**src/rtl/axis_mon_pkg.sv**
```systemverilog
// Shared definitions for the AXI4-Stream frame monitor: tuser flag positions,
// monitor FSM states and the bit positions of the sticky error vector.
package axis_mon_pkg;

  localparam int TUSER_SOF = 0;
  localparam int TUSER_EOF = 1;
  localparam int TUSER_SOL = 2;
  localparam int TUSER_EOL = 3;

  typedef enum logic [1:0] {
    IDLE = 2'd0,
    LINE = 2'd1,
    GAP  = 2'd2
  } mon_state_t;

  localparam int ERR_W                  = 7;
  localparam int ERR_SOF_UNEXPECTED     = 0;
  localparam int ERR_DATA_OUTSIDE_FRAME = 1;
  localparam int ERR_LINE_LENGTH        = 2;
  localparam int ERR_LINE_COUNT         = 3;
  localparam int ERR_TLAST_MISMATCH     = 4;
  localparam int ERR_TIMEOUT            = 5;
  localparam int ERR_SOL_MISSING        = 6;

endpackage

```
**src/rtl/axis_mon_sat_counter.sv**
```systemverilog
// Saturating up-counter with synchronous clear, load-one and increment.
// Priority is clear > load-one > increment; the count sticks at all-ones.
// Ports:
//   clk_i, rst_i : clock and synchronous active-high reset
//   clr_i        : load zero
//   ld1_i        : load one
//   inc_i        : increment (saturating)
//   q_o          : current count
module axis_mon_sat_counter #(
  parameter int W = 16
) (
  input  logic         clk_i,
  input  logic         rst_i,
  input  logic         clr_i,
  input  logic         ld1_i,
  input  logic         inc_i,
  output logic [W-1:0] q_o
);

  function automatic logic [W-1:0] sat_inc(input logic [W-1:0] v);
    return (&v) ? v : v + W'(1);
  endfunction

  logic [W-1:0] cnt_q, cnt_d;

  always_comb begin
    cnt_d = cnt_q;
    if (clr_i)      cnt_d = '0;
    else if (ld1_i) cnt_d = W'(1);
    else if (inc_i) cnt_d = sat_inc(cnt_q);
  end

  always_ff @(posedge clk_i) begin
    if (rst_i) cnt_q <= '0;
    else       cnt_q <= cnt_d;
  end

  assign q_o = cnt_q;

endmodule

```
**src/rtl/axis_frame_monitor.sv**
```systemverilog
// Passive AXI4-Stream video frame monitor. Watches beats on the sniffed
// stream, checks line/frame geometry against the cfg inputs, keeps a frame
// count and an XOR checksum, and raises sticky protocol error flags.
// Ports:
//   aclk, aclk_reset           : clock, synchronous active-high reset
//   s_axis_*                   : sniffed stream (inputs only, never driven)
//   cfg_enable                 : 0 forces IDLE and freezes counting
//   cfg_line_beats/frame_lines : expected geometry
//   cfg_timeout                : stall limit in cycles, 0 disables watchdog
//   err_clear                  : clears err_sticky (a same-cycle set wins)
//   in_frame, frame_done, frame_count, last_line_beats, last_frame_lines,
//   frame_checksum, err_sticky, err_pulse : registered status outputs
module axis_frame_monitor
  import axis_mon_pkg::*;
#(
  parameter int AXIS_DATA_WIDTH = 64,
  parameter int AXIS_USER_WIDTH = 4,
  parameter int CNT_WIDTH       = 16,
  parameter int FRAME_CNT_WIDTH = 32
) (
  input  logic                       aclk,
  input  logic                       aclk_reset,
  input  logic                       s_axis_tvalid,
  input  logic                       s_axis_tready,
  input  logic [AXIS_DATA_WIDTH-1:0] s_axis_tdata,
  input  logic [AXIS_USER_WIDTH-1:0] s_axis_tuser,
  input  logic                       s_axis_tlast,
  input  logic                       cfg_enable,
  input  logic [CNT_WIDTH-1:0]       cfg_line_beats,
  input  logic [CNT_WIDTH-1:0]       cfg_frame_lines,
  input  logic [CNT_WIDTH-1:0]       cfg_timeout,
  input  logic                       err_clear,
  output logic                       in_frame,
  output logic                       frame_done,
  output logic [FRAME_CNT_WIDTH-1:0] frame_count,
  output logic [CNT_WIDTH-1:0]       last_line_beats,
  output logic [CNT_WIDTH-1:0]       last_frame_lines,
  output logic [AXIS_DATA_WIDTH-1:0] frame_checksum,
  output logic [ERR_W-1:0]           err_sticky,
  output logic                       err_pulse
);

  function automatic logic [CNT_WIDTH-1:0] sat_inc(input logic [CNT_WIDTH-1:0] v);
    return (&v) ? v : v + CNT_WIDTH'(1);
  endfunction

  mon_state_t                 state_q, state_d;
  logic                       in_frame_q, in_frame_d;
  logic                       frame_done_q, frame_done_d;
  logic [FRAME_CNT_WIDTH-1:0] frame_count_q, frame_count_d;
  logic [CNT_WIDTH-1:0]       last_line_beats_q, last_line_beats_d;
  logic [CNT_WIDTH-1:0]       last_frame_lines_q, last_frame_lines_d;
  logic [AXIS_DATA_WIDTH-1:0] frame_checksum_q, frame_checksum_d;
  logic [AXIS_DATA_WIDTH-1:0] acc_q, acc_d;
  logic [ERR_W-1:0]           err_sticky_q, err_sticky_d;
  logic                       err_pulse_q, err_pulse_d;

  logic beat, active, sof, eof, sol, eol_u, eol;
  logic start, cont, counted, line_end, frame_end, timeout;
  logic [CNT_WIDTH-1:0] beat_cnt, line_cnt, stall_cnt;
  logic [CNT_WIDTH-1:0] beats_this_line, lines_this_frame;
  logic [ERR_W-1:0]     new_err;

  assign beat   = s_axis_tvalid & s_axis_tready & cfg_enable;
  assign active = (state_q != IDLE);
  assign sof    = s_axis_tuser[TUSER_SOF];
  assign eof    = s_axis_tuser[TUSER_EOF];
  assign sol    = s_axis_tuser[TUSER_SOL];
  assign eol_u  = s_axis_tuser[TUSER_EOL];
  // EOF without EOL still closes the line.
  assign eol    = eol_u | eof;

  // start: SOF beat from any state (restarts the frame); cont: in-frame beat.
  assign start     = beat & sof;
  assign cont      = beat & active & ~sof;
  assign counted   = start | cont;
  assign line_end  = counted & eol;
  assign frame_end = counted & eof;

  // The beat counter holds beats already seen in this line, so the closing
  // beat adds one; an SOF beat is always the first beat of line one.
  assign beats_this_line  = sof ? CNT_WIDTH'(1) : sat_inc(beat_cnt);
  assign lines_this_frame = sof ? CNT_WIDTH'(1) : sat_inc(line_cnt);

  assign timeout = cfg_enable & active & ~beat & (cfg_timeout != '0) &
                   (sat_inc(stall_cnt) == cfg_timeout);

  always_comb begin
    new_err = '0;
    new_err[ERR_SOF_UNEXPECTED]     = start & active;
    new_err[ERR_DATA_OUTSIDE_FRAME] = beat & ~active & ~sof;
    new_err[ERR_LINE_LENGTH]        = line_end &
                                      ((beats_this_line != cfg_line_beats) | (eof & ~eol_u));
    new_err[ERR_LINE_COUNT]         = frame_end & (lines_this_frame != cfg_frame_lines);
    new_err[ERR_TLAST_MISMATCH]     = beat & (s_axis_tlast != eol_u);
    new_err[ERR_TIMEOUT]            = timeout;
    new_err[ERR_SOL_MISSING]        = cont & (state_q == GAP) & ~sol;
  end

  axis_mon_sat_counter #(.W(CNT_WIDTH)) u_beat_cnt (
    .clk_i (aclk),
    .rst_i (aclk_reset),
    .clr_i (line_end),
    .ld1_i (start),
    .inc_i (cont),
    .q_o   (beat_cnt)
  );

  axis_mon_sat_counter #(.W(CNT_WIDTH)) u_line_cnt (
    .clk_i (aclk),
    .rst_i (aclk_reset),
    .clr_i (start & ~eol),
    .ld1_i (start & eol),
    .inc_i (cont & eol),
    .q_o   (line_cnt)
  );

  axis_mon_sat_counter #(.W(CNT_WIDTH)) u_stall_cnt (
    .clk_i (aclk),
    .rst_i (aclk_reset),
    .clr_i (~cfg_enable | ~active | beat | timeout | (cfg_timeout == '0)),
    .ld1_i (1'b0),
    .inc_i (1'b1),
    .q_o   (stall_cnt)
  );

  always_comb begin
    state_d            = state_q;
    acc_d              = acc_q;
    frame_done_d       = 1'b0;
    frame_count_d      = frame_count_q;
    last_line_beats_d  = last_line_beats_q;
    last_frame_lines_d = last_frame_lines_q;
    frame_checksum_d   = frame_checksum_q;

    if (start)     acc_d = s_axis_tdata;
    else if (cont) acc_d = acc_q ^ s_axis_tdata;

    if (line_end) last_line_beats_d = beats_this_line;

    if (frame_end) begin
      last_frame_lines_d = lines_this_frame;
      frame_checksum_d   = acc_d;
      frame_count_d      = frame_count_q + FRAME_CNT_WIDTH'(1);
      frame_done_d       = 1'b1;
    end

    if (!cfg_enable)    state_d = IDLE;
    else if (frame_end) state_d = IDLE;
    else if (line_end)  state_d = GAP;
    else if (counted)   state_d = LINE;
    else if (timeout)   state_d = IDLE;

    in_frame_d   = (state_d != IDLE);
    err_sticky_d = (err_clear ? '0 : err_sticky_q) | new_err;
    err_pulse_d  = |(new_err & ~err_sticky_q);
  end

  always_ff @(posedge aclk) begin
    if (aclk_reset) begin
      state_q            <= IDLE;
      in_frame_q         <= 1'b0;
      frame_done_q       <= 1'b0;
      frame_count_q      <= '0;
      last_line_beats_q  <= '0;
      last_frame_lines_q <= '0;
      frame_checksum_q   <= '0;
      acc_q              <= '0;
      err_sticky_q       <= '0;
      err_pulse_q        <= 1'b0;
    end else begin
      state_q            <= state_d;
      in_frame_q         <= in_frame_d;
      frame_done_q       <= frame_done_d;
      frame_count_q      <= frame_count_d;
      last_line_beats_q  <= last_line_beats_d;
      last_frame_lines_q <= last_frame_lines_d;
      frame_checksum_q   <= frame_checksum_d;
      acc_q              <= acc_d;
      err_sticky_q       <= err_sticky_d;
      err_pulse_q        <= err_pulse_d;
    end
  end

  assign in_frame         = in_frame_q;
  assign frame_done       = frame_done_q;
  assign frame_count      = frame_count_q;
  assign last_line_beats  = last_line_beats_q;
  assign last_frame_lines = last_frame_lines_q;
  assign frame_checksum   = frame_checksum_q;
  assign err_sticky       = err_sticky_q;
  assign err_pulse        = err_pulse_q;

endmodule

```
**config.mk**
```make
export PLATFORM = sky130hd
export DESIGN_NAME = axis_frame_monitor
export DESIGN_NICKNAME = d
export VERILOG_FILES = /design/src/rtl/axis_mon_pkg.sv /design/src/rtl/axis_mon_sat_counter.sv /design/src/rtl/axis_frame_monitor.sv
export SDC_FILE = /design/constraint.sdc
export NUM_CORES = 1
export LEC_CHECK = 0
export CAP_MARGIN = 10
export CORE_AREA = 2 2 153 155
export DETAILED_ROUTE_END_ITERATION = 12
export DIE_AREA = 0 0 155 157
export GPL_TIMING_DRIVEN = 1
export HOLD_SLACK_MARGIN = 0.02
export PLACE_DENSITY = 0.9
export SYNTH_ARGS = -nofsm -noshare
export SYNTH_HDL_FRONTEND = slang
export SYNTH_SLANG_ARGS = --single-unit
```
**constraint.sdc**
```tcl
create_clock -name aclk -period 4.6 [get_ports aclk]
set_clock_uncertainty 0.1 [all_clocks]
set_input_delay 0.92 -clock aclk [delete_from_list [all_inputs] [get_ports aclk]]
set_output_delay 0.92 -clock aclk [all_outputs]
set_load 0.05 [all_outputs]
```
==> flow_summary.json, run 1 <==
{
  "wirelength_mm": 35.0,
  "htreeDepth": 1,
  "areaGrowthSynthToFinish_pct": 29.2,
  "cts_sinks": 252,
  "hold_slack_ns": 0.365,
  "cts_tree": "done",
  "diodes": 0,
  "syn_avg_cell_area_um2": 8.15,
  "postRouteAntennaNets": 0,
  "synth-async-reset-ratio_pct": 0,
  "synth-seq-cells": 252,
  "synth_cells": 1514,
  "antenna_found_initial": 0,
  "leakage_nw": 5.37,
  "fillers": 1685,
  "cts_hold_buf": 0,
  "syn-cell-area_um2": 12300,
  "worstPathArrival_ns": 4.00,
  "final-setup-viol-count": 0,
  "ys_seq_area_share_pct": 40.9,
  "worstMarginPinSlew_ns": 1.09,
  "hold_class": "reg2reg",
  "hpwl_mm": 24.9,
  "timing.final.hold_violations": 0,
  "startpoint_type": "flip-flop",
  "numPortBuffers": 260,
  "clock_latency_ns": 0.54,
  "grt_overflow": 0,
  "syn-num-nets": 1641,
  "vias": 11900,
  "crit_path_end_kind": "flip-flop",
  "clkTransAtPathRegs_ns": 0.06,
  "first_global_vias": 11500,
  "crit_fanout": 11,
  "post_drt_via_cell_ratio": 5.86,
  "design.core.area_um2": 22500,
  "drive_gt1_share_pct": 4.92,
  "grt_usage_pct": 27.5,
  "initial_core_util_pct": 54.8,
  "avgRoutedWirePerCell_um": 17.2,
  "rows": 55,
  "ir_drop_uv": 203,
  "yosys_most_used_dff": "dfxtp_1",
  "yosysUniqueCellTypes": 77,
  "timing.final.crit_share_pct": 80.5,
  "clock.fmax_ghz": 0.270,
  "min_period_ns": 3.70,
  "grt_max_degree": 110,
  "slew_viol_final": 0,
  "cap_viol_max_count": 0,
  "critPathRequiredTime_ns": 4.89,
  "rsz0062_at_grt": "false",
  "grt_pass1_wl_mm": 55.6,
  "drt_pass1_iterations": 6,
  "ctsRootBufferMaster": "clkbuf_16",
  "post_cts_resized": 0,
  "synth_enable_flop_cells": 0,
  "power.density_nw_per_um2": 298,
  "die_h_um": 157,
  "drc_errors": 0,
  "clock_path_buffers": 3,
  "final_nets": 1857,
  "die_w_um": 155,
  "cts_made_buffers": 27,
  "cts_setup_buffers": 0,
  "path_class": "reg2reg",
  "die_area_um2": 24300,
  "gp_congestion": 0.961,
  "drt_iter0_drc": 793,
  "tns_ns": 0,
  "ioPinCount": 261,
  "status": "finished clean",
  "yosysWarnings": 0,
  "relSlewSlack_pct": 27.2
}
[final cells by class]
| type | count | area (µm²) | share of cell area [%] |
|---|---|---|---|
| clock buffer | 40 | 774 | 4.86 |
| clock inverter | 6 | 72.6 | 0.455 |
| inverter | 15 | 56.3 | 0.353 |
| multi-input combinational | 1158 | 6920 | 43.4 |
| sequential | 252 | 5040 | 31.6 |
| tap | 285 | 357 | 2.24 |
| timing repair buffer | 276 | 2720 | 17.1 |
[per-layer routing]
metal  vias up  part of all wire [%]  wire (µm)  GRT usage (%)
met5         -                     0          0              0
met2       531                    49      17100           49.1
met1      5569                    40      13900           32.6
met4         0                   4.0       1410           12.0
li1       5699                     -          -              -
met3       107                   7.5       2630           4.79
[per-stage QoR]
stage	instance area [µm²]	setup WS (ns)	std cells	power, mW	utilization, %
2_1_floorplan	12300	1.31	1514	2.50	-
3_3_place_gp	15100	0.717	1986	2.69	67.1
3_5_place_dp	15100	0.586	1986	2.70	67.1
4_1_cts	15900	0.996	2032	4.78	70.9
5_1_grt	15900	0.723	2032	4.90	70.9
6_report	15900	0.899	2032	4.75	70.9
[power breakdown]
part | total [mW] | switching, mW | internal [mW]
Sequential | 2.23 | 0.0153 | 2.21
Combinational | 0.434 | 0.239 | 0.195
Clock | 2.09 | 0.873 | 1.22
[path summary, 6_finish.rpt]
kind,to,from,cells after the start,slack (ns)
worst min-delay path,last_frame_lines[7],last_frame_lines[7],2,0.36
worst max register to register,err_sticky[2],u_beat_cnt.q_o[0],10,0.90
worst min register to register,last_frame_lines[7],last_frame_lines[7],2,0.36
worst max-delay path,err_sticky[2],u_beat_cnt.q_o[0],10,0.90
[placed cells by master (no fill, tap or decap), drive strengths merged, types with 4 or more instances in the layout]
| cell type | n |
|---|---|
| a211oi | 74 |
| a21oi | 57 |
| a22o | 10 |
| a22oi | 5 |
| a311oi | 9 |
| a31oi | 9 |
| and2 | 4 |
| and3 | 18 |
| and4 | 11 |
| buf | 17 |
| clkbuf | 40 |
| clkdlybuf4s50 | 259 |
| dfxtp | 252 |
| ha | 4 |
| inv | 16 |
| mux2 | 5 |
| mux2i | 13 |
| nand2 | 214 |
| nand2b | 8 |
| nand3 | 42 |
| nand4 | 34 |
| nor2 | 249 |
| nor2b | 7 |
| nor3 | 28 |
| nor4 | 24 |
| o2111ai | 4 |
| o211ai | 6 |
| o21ai | 47 |
| or2 | 5 |
| or3 | 20 |
| or4 | 4 |
| xnor2 | 92 |
| xor2 | 104 |
[Yosys cell counts, types with 4 or more instances]
cell type / number / area [µm²]
buf_2: 13 / 65.1
a22oi_1: 5 / 37.5
a311oi_1: 9 / 78.8
nor2b_1: 7 / 43.8
o2111ai_1: 4 / 35.0
clkbuf_1: 72 / 270
and3_1: 15 / 93.8
dfxtp_1: 252 / 5040
mux2_2: 5 / 56.3
and4_1: 11 / 96.3
nor4_1: 21 / 131
a22o_1: 10 / 87.6
nand2b_1: 8 / 50.1
nand3_1: 41 / 205
ha_1: 4 / 50.1
o21ai_0: 46 / 230
inv_1: 15 / 56.3
buf_1: 4 / 15.0
nor2_1: 249 / 935
xnor2_1: 92 / 806
o211ai_1: 6 / 45.0
mux2i_1: 13 / 130
a31oi_1: 9 / 56.3
nand2_1: 214 / 803
nand4_1: 30 / 188
xor2_1: 104 / 911
or2_2: 4 / 25.0
a21oi_1: 57 / 285
a211oi_1: 73 / 548
or3_1: 20 / 125
nor3_1: 27 / 135
and2_1: 4 / 25.0
[sequential cells by signal (all words and copies together), names as in the netlist]
signal / cells
u_stall_cnt.q_o: 16
u_line_cnt.q_o: 16
frame_checksum: 64
err_sticky: 7
in_frame: 1
last_line_beats: 16
acc_q: 64
frame_done: 1
err_pulse: 1
u_beat_cnt.q_o: 16
state_q: 2
frame_count: 32
last_frame_lines: 16
[logic make-up after synthesis]
family,after synthesis,synth area share (%)
AO/OA/AOI/OAI,258,14.1
XOR/XNOR,198,14.3
adder cells (fa/ha/maj),4,0.406
buffers and inverters,104,3.30
flip-flops,252,40.9
multiplexers,18,1.51
AND/OR/NAND/NOR,680,25.5
[worst max-delay path, cell delays in order (launching register included)]
cell and delay (ns):
dfxtp_1 0.45, ha_1 0.34, nand3_1 0.39, nor4_1 0.51
mux2i_1 0.38, mux2_2 0.37, nor4_1 0.30, o211ai_1 0.14
a211oi_1 0.25, a31o_2 0.23, o21ai_0 0.09
(Power assumes the default switching activity.)
==> inputs of run 2 (changes only) <==
CORE_AREA = 2 2 166 168   (was 2 2 153 155)
DIE_AREA = 0 0 168 170   (was 0 0 155 157)
PLACE_DENSITY = 0.81   (was 0.9)
clock period = 3.3 ns   (was 4.6 ns; I/O delays follow)
==> run 2 against run 1 <==
Largest power group is now clock. Sequential share of layout area decreased by 1.3 points. Global-route usage decreased by 2.9 points. Via count increased by 0.72%. Critical endpoint is now in_frame. Power increased by 44%. Combinational power increased by 42%.
==> flow_summary.json, run 2 (synthesis gave the netlist of run 1 again) <==
{
  "diodes": 0,
  "mostFrequentLayoutCell": "clkdlybuf4s50_1",
  "worstPathArrival_ns": 3.48,
  "rows": 60,
  "die_w_um": 168,
  "ctsRootBufferMaster": "clkbuf_16",
  "cap_viol_max_count": 0,
  "power.density_nw_per_um2": 412,
  "status": "finished clean",
  "avgRoutedWirePerCell_um": 17.0,
  "tns_ns": 0,
  "first_global_vias": 11500,
  "multiInputGateArea_um2": 6950,
  "finalPower_mw": 6.84,
  "hpwl_mm": 26.5,
  "cts_sinks": 252,
  "cts_hold_buf": 0,
  "ir_drop_uv": 343,
  "antenna_found_initial": 0,
  "wirelength_mm": 36.5,
  "postRouteAntennaNets": 0,
  "drt_pass1_iterations": 5,
  "final_cell_mix": "clkdlybuf4s50_1 (259), dfxtp_1 (252), nor2_1 (249)",
  "dpl_cell_area_um2": 15700,
  "numPortBuffers": 260,
  "finalNonFillerCells": 2152,
  "crit_path_end_kind": "flip-flop",
  "grt_overflow": 0,
  "leakage_nw": 5.74,
  "cts_tree": "done",
  "ioPinCount": 261,
  "timing.final.crit_share_pct": 95.7,
  "relSlewSlack_pct": 57.5,
  "drc_errors": 0,
  "die_area_um2": 28600,
  "gp_congestion": 0.925,
  "final-setup-viol-count": 0,
  "clock.fmax_ghz": 0.317,
  "slew_viol_final": 0,
  "min_period_ns": 3.16,
  "post-route-util_pct": 62.4,
  "final_nets": 1918,
  "grt_usage_pct": 24.7,
  "die_h_um": 170,
  "path_class": "reg2reg",
  "stdcell_area_um2": 16600,
  "vias": 12000,
  "grt_max_degree": 68,
  "startpoint_type": "flip-flop",
  "grt_pass1_wl_mm": 57.8,
  "hold_class": "reg2reg",
  "initial_core_util_pct": 46.3,
  "crit_fanout": 8,
  "rsz0062_at_grt": "false",
  "post_drt_via_cell_ratio": 5.57,
  "cts_made_buffers": 28,
  "htreeDepth": 1,
  "dp_cells": 2102,
  "fillers": 2299,
  "worstMarginPinSlew_ns": 0.637,
  "design.core.area_um2": 26700,
  "drt_iter0_drc": 881,
  "ff_latch_area_um2": 5040,
  "drive_gt1_share_pct": 8.61,
  "clock_path_buffers": 3,
  "areaGrowthSynthToFinish_pct": 34.7,
  "critPathRequiredTime_ns": 3.62,
  "clkTransAtPathRegs_ns": 0.06,
  "clock_latency_ns": 0.54,
  "timing.final.hold_violations": 0
}
## run 2: cell count changes in the layout (fill, tap and decap cells not counted), sizes merged
cell,change
buf,+60
clkbuf,+4
inv,-1
clkinv,+2
clkinvlp,-1
## run 2: power breakdown
group / switching, mW / internal (mW) / total [mW]
Combinational: 0.336 / 0.282 / 0.618
Clock: 1.26 / 1.86 / 3.12
Sequential: 0.0196 / 3.08 / 3.10
Total: 1.62 / 5.22 / 6.84
## run 2: path summary, 6_finish.rpt
path,end,startpoint,slack (ns),cells after the start
max reg2reg,in_frame,u_stall_cnt.q_o[4],0.14,9
max,in_frame,u_stall_cnt.q_o[4],0.14,9
min,last_frame_lines[14],last_frame_lines[14],0.35,2
min reg2reg,last_frame_lines[14],last_frame_lines[14],0.35,2
## run 2: stage by stage
stage	setup WS, ns	hold slack, ns
floorplan	0.268	0.379
CTS	0.107	0.355
detailed placement	0.0692	0.350
global placement	0.0928	0.343
global route	0.0299	0.378
finish	0.143	0.352
## run 2: critical path: stages (launching register included)
cell and delay, ns:
dfxtp_1 0.49, and4_1 0.44, nand4_1 0.16, a211oi_2 0.34, xor2_1 0.17, nand4_1 0.15, or4_4 0.57, or2_1 0.25
and3_4 0.19, a32o_1 0.19
## run 2: what timing repair did
item	CTS	global route
buffers inserted	0	0
resized for setup	0	6
endpoints found under the setup margin	0	4
## run 2: metal layers
layer	track usage (%)	vias to the layer above	part of all wire, %
li1	-	5820	-
met1	30.0	5609	41
met2	43.0	447	48
met3	4.07	116	6.1
met4	11.1	0	4.7
met5	0	-	0
## run 2: final cells by class
cell class / instances / share of cell area (%)
inverter: 15 / 0.339
sequential: 252 / 30.3
timing repair buffer: 336 / 19.4
multi-input combinational: 1158 / 41.8
clock inverter: 6 / 0.376
clock buffer: 44 / 5.19
tap: 341 / 2.57
==> inputs of run 3 (changes only) <==
CTS_CLUSTER_DIAMETER = 120   (was default)
==> results of run 3 <==
Final layout, timing and power as in run 2 (identical DEF).
==> edit (settings of run 3) <==
Reset style: asynchronous (`aclk_reset` and `rst_i`), changed in 2 clocked blocks. Comments in the files are not updated.
--- a/src/rtl/axis_mon_sat_counter.sv
+++ b/src/rtl/axis_mon_sat_counter.sv
@@ -32,3 +32,3 @@
 
-  always_ff @(posedge clk_i) begin
+  always_ff @(posedge clk_i or posedge rst_i) begin
     if (rst_i) cnt_q <= '0;
--- a/src/rtl/axis_frame_monitor.sv
+++ b/src/rtl/axis_frame_monitor.sv
@@ -158,3 +158,3 @@
 
-  always_ff @(posedge aclk) begin
+  always_ff @(posedge aclk or posedge aclk_reset) begin
     if (aclk_reset) begin
Formal check against the unedited RTL: differs if aclk_reset is asserted again (counterexample within 4 cycles, from zero or initial values and one cycle with aclk_reset high); with aclk_reset held inactive, the same outputs for 4 cycles.
==> edit against run 3 <==
  * Area after synthesis is 7.2% higher
  * Wire length increased by 9.5%
  * Sequential cell count unchanged
  * Cell area up 6.8%
  * Worst setup slack got worse by 0.0014 ns
  * Count of clock-buffer cells in the layout fell by 8
  * Critical path type unchanged
  * Largest cell class unchanged
  * Highest routed layer unchanged
Power is not compared: it rests on default switching activity, and its combinational part moved more than twofold at a synthesized area within 25%.
==> edit: results <==
# TYPE chip_impl_metric gauge
chip_impl_metric{name="nNetsFinal",unit=""} 1960
chip_impl_metric{name="grtUsageMet1",unit="%"} 34.45
chip_impl_metric{name="first_global_vias",unit=""} 13040
chip_impl_metric{name="synth_compound_gate_area_share",unit="%"} 18.27
chip_impl_info{name="worst_path_max_delay_cell",value="or4b_4"} 1
chip_impl_info{name="crit_end",value="in_frame$_DFF_PP0_"} 1
chip_impl_metric{name="synth_cell_types",unit=""} 74
chip_impl_metric{name="crit_path_max_fanout",unit=""} 7
chip_impl_metric{name="groute.usage.overall",unit="%"} 27.62
chip_impl_info{name="worst_r2r_startpoint",value="u_stall_cnt.q_o[1]$_DFF_PP0_"} 1
chip_impl_metric{name="minimum_hold_slack",unit="ns"} 0.3720
chip_impl_metric{name="fraction_of_registers_with_async_set_or_reset_after_synthesis",unit="%"} 100.0
chip_impl_info{name="hp-start",value="frame_checksum[45]$_DFFE_PP0P_"} 1
chip_impl_metric{name="slew-limit-headroom",unit="%"} 54.00
chip_impl_metric{name="xor_xnor_cell_area_share_of_the_yosys_netlist",unit="%"} 5.609
chip_impl_metric{name="routed_wire_length_per_instance",unit="um"} 18.18
chip_impl_info{name="yosys.cell_count.top_type",value="nand2_1"} 1
chip_impl_metric{name="final.fill_count",unit=""} 2138
chip_impl_metric{name="finalNonFillerCells",unit=""} 2197
chip_impl_metric{name="layout-drive-gt1-share",unit="%"} 9.978
chip_impl_metric{name="clock_insertion_delay_worst_skew",unit="ns"} 0.56
chip_impl_metric{name="wl_met3",unit="um"} 2794
chip_impl_metric{name="m1WireLength",unit="um"} 16380
chip_impl_metric{name="placed_cells_incl_taps",unit=""} 2142
chip_impl_metric{name="hpwl",unit="um"} 27850
chip_impl_metric{name="rr_worst_depth",unit=""} 11
chip_impl_info{name="run_status",value="finished, final reports clean"} 1
chip_impl_metric{name="global_route.usage.met3",unit="%"} 5.651
chip_impl_metric{name="placedInstanceArea",unit="um2"} 16630
chip_impl_metric{name="synth_adder_area_share",unit="%"} 0.3784
chip_impl_metric{name="gp_congestion",unit=""} 0.9266
chip_impl_metric{name="synthesized_netlist_net_count",unit=""} 1674
chip_impl_metric{name="grt_max_degree",unit=""} 115
chip_impl_metric{name="drtIter0Drc",unit=""} 958
chip_impl_metric{name="post_synth_mux_area_share",unit="%"} 0.8797
chip_impl_metric{name="detail_route.vias_per_cell",unit=""} 5.884
chip_impl_info{name="post_synth_most_frequent_cells",value="nand2_1, dfrtp_1, a21oi_1"} 1
chip_impl_metric{name="cpPeakStageDelay",unit="ns"} 0.49
edit: where the power goes:
part,leakage [nW],switching (mW),internal (mW)
registers,3.45,0.117,3.24
clock network,0.491,1.34,2.01
logic,3.62,0.800,0.487
edit: layout make-up:
class / count / area share [%]
Timing Repair Buffer: 352 / 18.95
Sequential cell: 252 / 35.54
Clock inverter: 15 / 1.220
Antenna cell: 2 / 0.02820
Multi-Input combinational cell: 1170 / 36.78
Tap cell: 341 / 2.404
Inverter: 29 / 0.6344
Clock buffer: 36 / 4.455
edit: through the flow:
stage,utilization (%),setup slack [ns]
3_5_place_dp,62.41,-0.03861
2_1_floorplan,-,-0.7757
6_report,66.60,0.1420
5_1_grt,66.59,-0.01920
3_3_place_gp,62.41,0.05733
4_1_cts,66.19,0.07870
edit: tightest hold or removal path: cells and delay by family (launching register included):
family,cells,cell delay (ns)
DFF,1,0.34
and+or+nand+nor,2,0.10
edit: repair_timing:
item,in CTS,in global routing
endpoints found under the setup margin,0,6
gates resized for setup,0,18
setup buffers,0,2
